File: config.mk
export PLATFORM = sky130hd
export DESIGN_NAME = s5378_scan_bist
export DESIGN_NICKNAME = d
export VERILOG_FILES = /design/src/rtl/s5378_scan_bist.sv
export SDC_FILE = /design/constraint.sdc
export NUM_CORES = 1
export LEC_CHECK = 0
export CAP_MARGIN = 20
export CORE_UTILIZATION = 46
export CTS_BUF_LIST = sky130_fd_sc_hd__clkbuf_16
export CTS_CLUSTER_DIAMETER = 50
export CTS_CLUSTER_SIZE = 20
export DETAILED_ROUTE_END_ITERATION = 10
export MAX_ROUTING_LAYER = met4
export PLACE_DENSITY = 0.76
export SYNTH_ARGS = -nofsm -noshare
export SYNTH_HDL_FRONTEND = slang
export SYNTH_SLANG_ARGS = --single-unit
File: constraint.sdc
create_clock -name CK -period 1.9 [get_ports CK]
set_input_delay 0.19 -clock CK [delete_from_list [all_inputs] [get_ports CK]]
set_output_delay 0.19 -clock CK [all_outputs]
set_load 0.02 [all_outputs]
File: src/rtl/s5378_scan_bist.sv
// Scan-based BIST for an s5378 cone: LFSR fills the scan chain and primary inputs, the cone response is captured and compacted into a MISR.
// One pattern takes N_FF shift cycles + 1 capture + 1 compact; start is honoured only in IDLE or DONE.
module s5378_scan_bist #(
    parameter int                 N_FF      = 16,
    parameter int                 N_PI      = 20,
    parameter int                 N_PO      = 1,
    parameter int                 N_PAT     = 256,
    parameter int                 LFSR_W    = 16,
    parameter logic [LFSR_W-1:0]  LFSR_SEED = 16'hACE1,
    parameter logic [LFSR_W-1:0]  LFSR_POLY = 16'hB400,
    parameter int                 MISR_W    = 16,
    parameter logic [MISR_W-1:0]  MISR_POLY = 16'h1021
) (
    input  logic              CK,
    input  logic              rst_n,
    input  logic              start,
    output logic [N_PI-1:0]   pi_out,
    output logic [N_FF-1:0]   ff_q,
    input  logic [N_FF-1:0]   ff_d,
    input  logic [N_PO-1:0]   po_in,
    output logic              busy,
    output logic              done,
    output logic [MISR_W-1:0] signature,
    output logic [15:0]       pat_count
);

    localparam int SC_W  = $clog2(N_FF + 1);
    localparam int N_SL  = (N_FF + MISR_W - 1) / MISR_W;
    // A zero seed would lock the LFSR, so substitute 1.
    localparam logic [LFSR_W-1:0] SEED_SAFE = (LFSR_SEED == '0) ? LFSR_W'(1) : LFSR_SEED;

    typedef enum logic [2:0] {S_IDLE, S_SHIFT, S_CAPTURE, S_COMPACT, S_DONE} state_t;

    state_t              r_state, w_state_nxt;
    logic                r_busy, r_done, w_busy_nxt, w_done_nxt;
    logic [LFSR_W-1:0]   r_lfsr, w_lfsr_nxt;
    logic [MISR_W-1:0]   r_misr;
    logic [N_PI-1:0]     r_pi, w_pi_nxt;
    logic [N_FF-1:0]     r_ff_q;
    logic [15:0]         r_pat, w_pat_inc;
    logic [SC_W-1:0]     r_shift_cnt;
    logic                w_last_shift;
    logic [MISR_W-1:0]   w_po_ext, w_fold;
    logic [N_SL*MISR_W-1:0] w_ff_pad;

    function automatic logic [MISR_W-1:0] f_misr_step(input logic [MISR_W-1:0] m,
                                                      input logic [MISR_W-1:0] x);
        return ({m[MISR_W-2:0], 1'b0} ^ (m[MISR_W-1] ? MISR_POLY : '0)) ^ x;
    endfunction

    assign w_lfsr_nxt   = (r_lfsr >> 1) ^ (r_lfsr[0] ? LFSR_POLY : '0);
    assign w_last_shift = (r_shift_cnt == SC_W'(N_FF - 1));
    assign w_pat_inc    = r_pat + 16'd1;

    always_comb begin
        w_pi_nxt = '0;
        for (int i = 0; i < N_PI; i++) w_pi_nxt[i] = w_lfsr_nxt[i % LFSR_W];
    end

    always_comb begin
        w_po_ext = '0;
        for (int i = 0; i < N_PO && i < MISR_W; i++) w_po_ext[i] = po_in[i];
    end

    // Scan chain folded to MISR width; the top slice is zero-padded.
    always_comb begin
        w_ff_pad = '0;
        w_ff_pad[N_FF-1:0] = r_ff_q;
        w_fold = '0;
        for (int s = 0; s < N_SL; s++) w_fold = w_fold ^ w_ff_pad[s*MISR_W +: MISR_W];
    end

    always_ff @(posedge CK or negedge rst_n) begin
        if (!rst_n) begin
            r_state <= S_IDLE;
            r_busy  <= 1'b0;
            r_done  <= 1'b0;
        end else begin
            r_state <= w_state_nxt;
            r_busy  <= w_busy_nxt;
            r_done  <= w_done_nxt;
        end
    end

    always_comb begin
        w_state_nxt = r_state;
        case (r_state)
            S_IDLE, S_DONE: if (start) w_state_nxt = S_SHIFT;
            S_SHIFT:        if (w_last_shift) w_state_nxt = S_CAPTURE;
            S_CAPTURE:      w_state_nxt = S_COMPACT;
            S_COMPACT:      w_state_nxt = (w_pat_inc == 16'(N_PAT)) ? S_DONE : S_SHIFT;
            default:        w_state_nxt = S_IDLE;
        endcase
    end

    // Flags are decoded from the next state so they are registered yet aligned with r_state.
    always_comb begin
        w_busy_nxt = (w_state_nxt == S_SHIFT) || (w_state_nxt == S_CAPTURE) ||
                     (w_state_nxt == S_COMPACT);
        w_done_nxt = (w_state_nxt == S_DONE);
    end

    always_ff @(posedge CK or negedge rst_n) begin
        if (!rst_n) begin
            r_pi        <= '0;
            r_ff_q      <= '0;
            r_lfsr      <= SEED_SAFE;
            r_misr      <= '0;
            r_pat       <= '0;
            r_shift_cnt <= '0;
        end else begin
            case (r_state)
                S_IDLE, S_DONE: begin
                    if (start) begin
                        r_lfsr      <= SEED_SAFE;
                        r_misr      <= '0;
                        r_pat       <= '0;
                        r_shift_cnt <= '0;
                    end
                end
                S_SHIFT: begin
                    r_ff_q      <= {r_ff_q[N_FF-2:0], r_lfsr[0]};
                    r_shift_cnt <= r_shift_cnt + SC_W'(1);
                    r_lfsr      <= w_lfsr_nxt;
                    if (w_last_shift) r_pi <= w_pi_nxt;
                end
                S_CAPTURE: begin
                    r_ff_q <= ff_d;
                    r_misr <= f_misr_step(r_misr, w_po_ext);
                end
                S_COMPACT: begin
                    r_misr      <= f_misr_step(r_misr, w_fold);
                    r_pat       <= w_pat_inc;
                    r_shift_cnt <= '0;
                end
                default: ;
            endcase
        end
    end

    assign pi_out    = r_pi;
    assign ff_q      = r_ff_q;
    assign busy      = r_busy;
    assign done      = r_done;
    assign signature = r_misr;
    assign pat_count = r_pat;

endmodule
==> reports/qor.yml <==
min_path:
  worstHoldPathType: "in2async"
logic_synthesis:
  synth.largest_area_cell: "dfrtp_1"
  seq_area_frac_synth_pct: 52.63
  ys.flop_type: "dfrtp_1"
  syn-num-nets: 444
  ys_top_cells_by_area: "dfrtp_1, nand2_1, o21ai_0, dfstp_2, xor2_1"
  ys_ff_latch: 90
  yosysWarningCount: 0
  avgSynthCellArea_um2: 10.23
  syn_area_um2: 4298
  synth_cells: 420
  synth_top_area_share_pct: 47.74
  synthArstFlopShare_pct: 100.0
  synth.distinct_cells: 45
  synth_edf_count: 0
floorplan:
  ioPinCount: 90
  dieArea_um2: 9734
  rows: 34
  dieWidth_um: 98.66
  fp.dieH_um: 98.66
  start_util_pct: 48.34
  core-area_um2: 8891
cts:
  numCtsBuffers: 9
  insertion_delay_ns: 0.33
  h-tree-depth: 3
  clkTransAtPathRegs_ns: 0.07
  clockBufferDepth: 2
  cts_root_buffer: "clkbuf_16"
  cts_tree: "yes"
  cts_sinks: 90
worst_setup_path:
  start_kind: "flop"
  path_class: "reg2reg"
  reg2reg_depth: 6
  critical_path_required_ns: 2.17
  crit_path_start: "pat_count[4]"
  crit_fanout: 4
  crit_end: "done"
  end_kind: "flop"
  r2r_end: "done"
  timing.rr.start: "pat_count[4]"
  r2r_slack_ns: 0.04
  arrival_ns: 2.13
power:
  finalPower_mw: 9.552
  power_density_nw_per_um2: 1636
  ir_drop_mv: 0.7796
  p_leak_nw: 2.621
global_route:
  grt_pass1_wl_um: 17440
  antenna_found_initial: 0
  gr-total-overflow: 0
  top_usage_layer: "met2"
  grt_usage_pct: 23.43
  grt_pass1_vias: 3577
  use_met1_pct: 29.64
  grtUsageMet3_pct: 3.546
  grt_max_degree: 43
  use_met2_pct: 37.70
timing:
  finalClockSkew_ns: 0.009248
  worst_slew_pin_slew_ns: 0.6857
  hold_ws_ns: 0.3392
  clock.fmax_mhz: 537.8
  maxSlewViolCount: 0
  slew_headroom_pct: 54.24
  fin_crit_sh_pct: 97.86
  final-hold-violation-count: 0
  setup_viol: 0
  fin_crit_ns: 1.859
placement:
  dpl.hpwl_um: 7332
  portBuffers: 89
  place.gp.congestion: 0.8462
  placed_area_um2: 5444
layout:
  finalInstanceArea_um2: 5839
  nets: 554
  antenna-diode-count: 0
  drive_gt1_share_pct: 17.20
  final_common_cell: "clkdlybuf4s50_1"
  area_growth_pct: 35.87
  fin_util_pct: 65.68
  final_cell_mix: "clkdlybuf4s50_1, dfrtp_1, nand2_1, o21ai_0, buf_4"
drt:
  antenna_left: 0
  wl_per_cell_um: 16.45
  drt-initial-drc-count: 131
  wirelength_um: 10580
  avgViaCountPerCell: 5.546
  drt_pre_antenna_iters: 5
  num_vias: 3566
  drc_errors: 0
status:
  status: "complete, no violations"
run:
  max-cap-violations: 0
==> logic make-up after synthesis <==
group | Yosys count | share of synthesized area [%]
AO/OA/AOI/OAI | 105 | 14.67
multiplexers | 27 | 6.696
AND/OR/NAND/NOR | 132 | 15.23
XOR/XNOR | 32 | 6.521
flip-flops | 90 | 52.63
adder cells (fa/ha/maj) | 4 | 1.165
buffers and inverters | 30 | 3.086
==> report_power, final <==
group | internal (mW) | leakage (nW) | total (mW) | switching, mW
Clock | 1.14 | 0.162 | 1.88 | 0.734
Combinational | 2.05 | 1.33 | 4.20 | 2.15
Sequential | 2.74 | 1.13 | 3.47 | 0.736
Total | 5.93 | 2.62 | 9.55 | 3.62
==> flip-flops by register name, summed over array words and instances (netlist names) <==
register	count
pat_count	16
busy	1
done	1
r_shift_cnt	5
r_lfsr	16
pi_out	16
r_state	3
signature	16
ff_q	16
==> metal layers <==
layer | routed length, um | vias up
met4 | 212 | 0
met1 | 4823 | 1762
met2 | 5192 | 97
li1 | - | 1690
met5 | 0 | -
met3 | 351 | 17
==> synth_stat cells (11+ instances only) <==
cell,n
xnor2_1,13
xor2_1,19
clkbuf_1,14
nor2_1,24
nand3_1,15
dfrtp_1,82
a22o_1,11
o21ai_0,48
a21oi_1,15
nand2_1,66
mux2i_1,13
mux2_2,14
==> timing repair <==
action,in CTS,in global routing
resized for setup,2,4
setup endpoints to repair,17,4
buffers inserted,1,4
hold endpoints to repair,22,0
pin swaps,1,2
hold buffers,1,0
==> through the flow <==
stage / setup TNS [ns] / worst slack, ns / std cells
2_1_floorplan: 0 / 0.01180 / 420
3_3_place_gp: -2.172 / -0.1031 / 621
3_5_place_dp: -3.631 / -0.1481 / 621
4_1_cts: 0 / 0.01204 / 639
5_1_grt: -0.07269 / -0.03362 / 643
6_report: 0 / 0.04064 / 643
==> critical path, stage by stage, from the launching register on <==
cell and delay, ns:
dfrtp_1 0.42, and3_1 0.24, nor2b_4 0.15, or3_1 0.32
a211oi_2 0.23, and4_4 0.28, a31o_1 0.16
==> worst min path at each step <==
stage                     start         to  cells past startpoint
final                     rst_n  pi_out[7]                      2
after global routing      rst_n  pi_out[7]                      2
after CTS                 rst_n  pi_out[7]                      2
after detailed placement  rst_n  pi_out[7]                      1
after global placement    rst_n  pi_out[7]                      1
after floorplan           rst_n       busy                      0
==> final cells by class <==
type                    count  area [um^2]
fillers                   695         3052
flip-flops and latches     90         2265
multi-input cells         300         1934
repair buffers            123         1171
clock buffers               9        225.2
well taps                 108        135.1
clock inverters             7        86.33
inverters                   6        22.52
Power figures use the tool's default switching activity.
